### src/rtl/logic_ops_serial_if.sv
// Handshake bundle for logic_ops_serial: operand/op input channel and result output channel.
interface logic_ops_serial_if #(
    parameter int WIDTH = 16
);
    logic             in_valid;
    logic             in_ready;
    logic [WIDTH-1:0] a;
    logic [WIDTH-1:0] b;
    logic [2:0]       op;
    logic             out_valid;
    logic             out_ready;
    logic [WIDTH-1:0] result;
    logic             zero;
    logic             neg;

    modport master (
        output in_valid, a, b, op, out_ready,
        input  in_ready, out_valid, result, zero, neg
    );

    modport slave (
        input  in_valid, a, b, op, out_ready,
        output in_ready, out_valid, result, zero, neg
    );
endinterface

### src/rtl/logic_ops_serial.sv
// Chunk-serial logical-ops unit with valid/ready handshakes on both sides.
// Optional zero/neg result flags are enabled by defining LOGIC_OPS_SERIAL_FLAGS_EN.
module logic_ops_serial #(
    parameter int WIDTH = 16,
    parameter int CHUNK = 4
) (
    input logic               clk,
    input logic               rst_n,
    logic_ops_serial_if.slave bus
);
    localparam int NCHUNK = WIDTH / CHUNK;
    localparam int IDXW   = (NCHUNK > 1) ? $clog2(NCHUNK) : 1;

    typedef enum logic [1:0] {
        IDLE = 2'd0,
        BUSY = 2'd1,
        DONE = 2'd2
    } state_t;

    state_t           state_q, state_d;
    logic [IDXW-1:0]  idx_q, idx_d;
    logic             carry_q, carry_d;
    logic [WIDTH-1:0] a_q, a_d;
    logic [WIDTH-1:0] b_q, b_d;
    logic [2:0]       op_q, op_d;
    logic [WIDTH-1:0] result_q, result_d;
    logic             out_valid_q, out_valid_d;

    logic [CHUNK-1:0] a_chunk, b_chunk, chunk_res;
    logic             carry_out;
    logic [WIDTH-1:0] result_busy;
    logic             last_edge;

    always_comb begin
        a_chunk   = a_q[idx_q*CHUNK +: CHUNK];
        b_chunk   = b_q[idx_q*CHUNK +: CHUNK];
        chunk_res = '0;
        carry_out = 1'b0;
        case (op_q)
            3'b000:  chunk_res = a_chunk & b_chunk;
            3'b001:  chunk_res = a_chunk | b_chunk;
            3'b010:  chunk_res = ~a_chunk;
            3'b011:  chunk_res = a_chunk ^ b_chunk;
            3'b100:  chunk_res = ~(a_chunk & b_chunk);
            3'b101:  chunk_res = ~(a_chunk | b_chunk);
            3'b110:  chunk_res = ~(a_chunk ^ b_chunk);
            // Negation: invert and ripple the +1 across chunks via carry_q.
            default: {carry_out, chunk_res} = {1'b0, ~a_chunk} + {{CHUNK{1'b0}}, carry_q};
        endcase
    end

    // Only the chunk selected by idx_q is replaced; the rest keep their current value.
    genvar gi;
    generate
        for (gi = 0; gi < NCHUNK; gi++) begin : g_chunk
            assign result_busy[gi*CHUNK +: CHUNK] =
                (idx_q == IDXW'(gi)) ? chunk_res : result_q[gi*CHUNK +: CHUNK];
        end
    endgenerate

    assign last_edge    = (state_q == BUSY) && (idx_q == IDXW'(NCHUNK - 1));
    assign bus.in_ready = (state_q == IDLE);

    always_comb begin
        state_d     = state_q;
        idx_d       = idx_q;
        carry_d     = carry_q;
        a_d         = a_q;
        b_d         = b_q;
        op_d        = op_q;
        result_d    = result_q;
        out_valid_d = out_valid_q;
        case (state_q)
            IDLE: begin
                if (bus.in_valid) begin
                    a_d      = bus.a;
                    b_d      = bus.b;
                    op_d     = bus.op;
                    result_d = '0;
                    idx_d    = '0;
                    carry_d  = 1'b1;
                    state_d  = BUSY;
                end
            end
            BUSY: begin
                result_d = result_busy;
                carry_d  = carry_out;
                idx_d    = idx_q + 1'b1;
                if (last_edge) begin
                    state_d     = DONE;
                    out_valid_d = 1'b1;
                end
            end
            DONE: begin
                if (bus.out_ready) begin
                    out_valid_d = 1'b0;
                    state_d     = IDLE;
                end
            end
            default: state_d = IDLE;
        endcase
    end

    always_ff @(posedge clk or negedge rst_n) begin
        if (!rst_n) begin
            state_q     <= IDLE;
            idx_q       <= '0;
            carry_q     <= 1'b0;
            a_q         <= '0;
            b_q         <= '0;
            op_q        <= '0;
            result_q    <= '0;
            out_valid_q <= 1'b0;
        end else begin
            state_q     <= state_d;
            idx_q       <= idx_d;
            carry_q     <= carry_d;
            a_q         <= a_d;
            b_q         <= b_d;
            op_q        <= op_d;
            result_q    <= result_d;
            out_valid_q <= out_valid_d;
        end
    end

    assign bus.result    = result_q;
    assign bus.out_valid = out_valid_q;

`ifdef LOGIC_OPS_SERIAL_FLAGS_EN
    logic zero_q, zero_d;
    logic neg_q, neg_d;

    // Flags are taken from the fully assembled result on the final BUSY edge.
    always_comb begin
        zero_d = zero_q;
        neg_d  = neg_q;
        if (last_edge) begin
            zero_d = (result_busy == '0);
            neg_d  = result_busy[WIDTH-1];
        end
    end

    always_ff @(posedge clk or negedge rst_n) begin
        if (!rst_n) begin
            zero_q <= 1'b0;
            neg_q  <= 1'b0;
        end else begin
            zero_q <= zero_d;
            neg_q  <= neg_d;
        end
    end

    assign bus.zero = zero_q;
    assign bus.neg  = neg_q;
`else
    assign bus.zero = 1'b0;
    assign bus.neg  = 1'b0;
`endif
endmodule

### src/flat_wrapper.sv
// flat-port wrapper written by rule: the top's interface ports become plain ports
module logic_ops_serial_flat 
#(
    parameter int WIDTH = 16,
    parameter int CHUNK = 4
)
  (clk, rst_n, bus_in_valid, bus_a, bus_b, bus_op, bus_out_ready, bus_in_ready, bus_out_valid, bus_result, bus_zero, bus_neg);
  logic_ops_serial_if #(.WIDTH(WIDTH)) bus_i ();
  input logic clk;
  input logic rst_n;
  input wire logic [$bits(bus_i.in_valid)-1:0] bus_in_valid;
  input wire logic [$bits(bus_i.a)-1:0] bus_a;
  input wire logic [$bits(bus_i.b)-1:0] bus_b;
  input wire logic [$bits(bus_i.op)-1:0] bus_op;
  input wire logic [$bits(bus_i.out_ready)-1:0] bus_out_ready;
  output wire logic [$bits(bus_i.in_ready)-1:0] bus_in_ready;
  output wire logic [$bits(bus_i.out_valid)-1:0] bus_out_valid;
  output wire logic [$bits(bus_i.result)-1:0] bus_result;
  output wire logic [$bits(bus_i.zero)-1:0] bus_zero;
  output wire logic [$bits(bus_i.neg)-1:0] bus_neg;
  assign bus_i.in_valid = bus_in_valid;
  assign bus_i.a = bus_a;
  assign bus_i.b = bus_b;
  assign bus_i.op = bus_op;
  assign bus_i.out_ready = bus_out_ready;
  assign bus_in_ready = bus_i.in_ready;
  assign bus_out_valid = bus_i.out_valid;
  assign bus_result = bus_i.result;
  assign bus_zero = bus_i.zero;
  assign bus_neg = bus_i.neg;
  logic_ops_serial #(.WIDTH(WIDTH), .CHUNK(CHUNK)) u_core (.clk(clk), .rst_n(rst_n), .bus(bus_i));
endmodule
### config.mk
export PLATFORM = sky130hd
export DESIGN_NAME = logic_ops_serial_flat
export DESIGN_NICKNAME = d
export VERILOG_FILES = /design/src/rtl/logic_ops_serial_if.sv /design/src/rtl/logic_ops_serial.sv /design/src/flat_wrapper.sv
export SDC_FILE = /design/constraint.sdc
export NUM_CORES = 1
export LEC_CHECK = 0
export ABC_AREA = 1
export BUFFER_PORTS_ARGS = -buffer_cell sky130_fd_sc_hd__buf_2
export CAP_MARGIN = 40
export CORE_ASPECT_RATIO = 0.6
export CORE_MARGIN = 8
export CORE_UTILIZATION = 50
export DETAILED_ROUTE_END_ITERATION = 10
export GPL_TIMING_DRIVEN = 0
export MAX_ROUTING_LAYER = met4
export PLACE_DENSITY_LB_ADDON = 0.05
export SLEW_MARGIN = 20
export SYNTH_ARGS = -nofsm -noshare
export SYNTH_HDL_FRONTEND = slang
export SYNTH_SLANG_ARGS = --single-unit
### constraint.sdc
create_clock -name clk -period 1.7 [get_ports clk]
set_input_delay 0.17 -clock clk [delete_from_list [all_inputs] [get_ports clk]]
set_output_delay 0.17 -clock clk [all_outputs]
set_load 0.01 [all_outputs]
==> results.toml <==
[yosys]
ys_seq_area_frac = 0.464
yosys_warnings = 0
synth_mux_area_frac = 0
ys_types = 29
postSynthCellCount = 396
synth_compound_area_frac = 0.0664
synth-adder-area-share = 0.0570
yosys.area_share.simple = 0.336
syn_area_per_cell_um2 = 7.76
synth-xor-area-share = 0
synth_top_family_by_area = "simple AND/OR/NAND/NOR gates"
ys_ff_latch = 57
synth_area_mm2 = 0.00307

[clocking]
htreeDepth = 3
path_clk_slew_ps = 70
cts_buffers = 9
cts.sinks = 57
insertion_delay_ps = 340
cts_tree = "done"
cts_root_buf = "clkbuf_8"
clockBufferDepth = 2

[status]
violations = "negative setup slack"
status = "finished, violations left"

[setup_path]
crit_path_end_kind = "flop"
cp_max_fo = 5
start_kind = "flop"
crit_type = "flop to flop"
required_ps = 1920
arrival_ps = 2420

[detailed_routing]
drc = 0
via_per_inst = 4.96
vias = 2828
post_drt_wl_per_cell_um = 14.6
drtIter0Drc = 199
ant_nets = 0
dr.pass1.iters = 4
totalWireLength_mm = 8.30

[run]
drv_cap = 0

[place]
dpl.hpwl_mm = 5.57
io_buffers = 56
dpl.cell_count = 537
dpl_worst_slack_ps = -728
gp_congestion = 0.850

[global_routing]
grt_remaining_overflow = 0
grt_max_degree = 58
grt_usage = 0.196
antenna_found_initial = 0
grt_pass1_vias = 2759
grt_pass1_wl_mm = 13.6

[sta]
skew_ps = 7.17
period_share = 1.29
maxSlewViolCount = 0
setup_viol = 17
whs_ps = 17.7
worst_pin_slew_ps = 730
fmax_mhz = 456
setup_slack_ps = -492
final-hold-violation-count = 0
maxSlewHeadroom = 0.513
layout_min_cycle_time_ps = 2190
rsz0062_at_grt = "yes"

[floorplanning]
fp.dieW_um = 117
die_h_um = 76.7
fp.dieArea_mm2 = 0.00899
start_util = 0.510
core_area_mm2 = 0.00603
placementRows = 22
io_pins = 59

[power]
vdd_drop_max_mv = 1.04
p_leak_nw = 2.19
power_w = 0.00959
power.density_mw_per_mm2 = 2290

[layout]
post-route-util = 0.696
num_antenna_cells = 0
syn2layout_area_growth_pct = 36.6
drive_gt1_frac = 0.364
final_cell_count_no_fill = 570
nets = 534

[min_path]
min_path_type = "input pin to flop"
==> repair_timing <==
item,in CTS,in global routing
setup buffers,8,7
endpoints found under the setup margin,17,17
hold endpoints to repair,57,0
cloned,1,0
pin swaps,16,29
gates resized for setup,37,41
hold buffers,1,0
==> worst max-delay path: stages, from the launching register on <==
cell,delay [ps]
dfrtp_1,370
buf_6,140
inv_8,40
buf_12,120
buf_4,120
nand2_1,70
nand3_2,100
nand2_2,150
inv_1,60
ha_1,210
nand3_1,80
o21ai_0,90
nor2_1,180
nand3_2,130
nand3_4,150
o21ai_2,70
==> stage by stage <==
| stage | area, um2 | TNS [ps] |
|---|---|---|
| after floorplan | 3080 | -2570 |
| after global placement | 3460 | -9750 |
| after detailed placement | 3470 | -10650 |
| after CTS | 3950 | -6360 |
| after global routing | 4200 | -8290 |
| final | 4200 | -6480 |
==> registers in the layout, summed over array words and instances, names as in the netlist <==
name	cells
u_core.op_q	3
u_core.carry_q	1
u_core.bus.result	16
u_core.bus.out_valid	1
u_core.a_q	16
u_core.b_q	16
u_core.idx_q	2
u_core.state_q	2
==> cell usage in the layout (no fill, tap or decap), types with 2 or more instances in the layout <==
master	n
nand2_1	166
buf_2	58
dfrtp_1	56
nand3_2	18
inv_1	18
buf_4	18
nand3_1	16
nor2_1	16
inv_2	13
clkbuf_8	10
nand2_2	9
o21ai_0	9
ha_1	7
buf_6	5
a21oi_2	5
nand2_4	5
a21oi_1	5
ha_4	5
a32oi_4	4
nand4_1	4
nor2_2	3
o22ai_1	3
o21ai_2	3
clkinvlp_4	3
buf_12	2
clkbuf_1	2
nor2_4	2
o21ai_1	2
nand3_4	2
ha_2	2
conb_1	2
==> power by group <==
| group | leakage (nW) | internal (W) | switching [W] |
|---|---|---|---|
| clock network | 0.0949 | 0.000718 | 0.000589 |
| registers | 0.716 | 0.00196 | 0.000400 |
| logic | 1.38 | 0.00245 | 0.00348 |
==> routing by layer <==
layer  global-route usage  wire length, um  vias to the layer above
li1                     -                -                     1433
met1                0.273             4100                     1306
met2                0.266             3610                       81
met3               0.0618              532                        8
met4               0.0534               55                        0
met5                    -                0                        -
==> logic make-up (layout without fill, tap and decap cells) <==
| kind of cell | count (synthesis) | after routing |
|---|---|---|
| compound gates | 33 | 33 |
| flops | 57 | 57 |
| fa+ha+maj | 14 | 14 |
| simple gates | 244 | 244 |
| buf+inv | 47 | 136 |
| other cells | 1 | 2 |
==> Yosys cell counts <==
master / instances / share of area
a21oi_1: 7 / 0.011
a21oi_2: 3 / 0.0086
a22o_1: 1 / 0.0029
a32oi_1: 4 / 0.011
buf_2: 5 / 0.0081
buf_4: 5 / 0.012
buf_6: 3 / 0.011
clkbuf_1: 2 / 0.0024
conb_1: 1 / 0.0012
dfrtp_1: 57 / 0.46
ha_1: 14 / 0.057
inv_1: 26 / 0.032
inv_2: 5 / 0.0061
inv_6: 1 / 0.0029
nand2_1: 177 / 0.22
nand2_2: 3 / 0.0061
nand3_1: 32 / 0.052
nand3_2: 4 / 0.013
nand3b_1: 1 / 0.0024
nand4_1: 4 / 0.0081
nor2_1: 18 / 0.022
nor2_2: 1 / 0.0020
nor2_4: 2 / 0.0073
nor3_1: 1 / 0.0016
nor3_4: 1 / 0.0053
o21ai_0: 9 / 0.015
o21ai_1: 4 / 0.0065
o21ai_2: 1 / 0.0029
o22ai_1: 4 / 0.0081
==> final cells by class <==
type                            instances  area [um2]
Inverter                               32         128
Multi-Input combinational cell        293        1750
Clock inverter                          6        66.3
Clock buffer                           10         138
Tap cell                               84         105
Sequential cell                        57        1430
Timing Repair Buffer                   73         453
Fill cell                             472        1830
Buffer                                 15         129
==> worst paths after layout <==
path                                         endpoint  depth (start not counted)  slack, ps                  from
worst max-delay path            u_core.bus.result[10]                         15       -490       u_core.idx_q[0]
worst min-delay path                   u_core.a_q[10]                          3         20             bus_a[10]
worst max register to register  u_core.bus.result[10]                         15       -490       u_core.idx_q[0]
worst min register to register   u_core.bus.out_valid                          2        460  u_core.bus.out_valid
max in group asynchronous             u_core.idx_q[1]                          2        750                 rst_n
min in group asynchronous              u_core.a_q[12]                          2        430                 rst_n
Power figures use the tool's default switching activity.
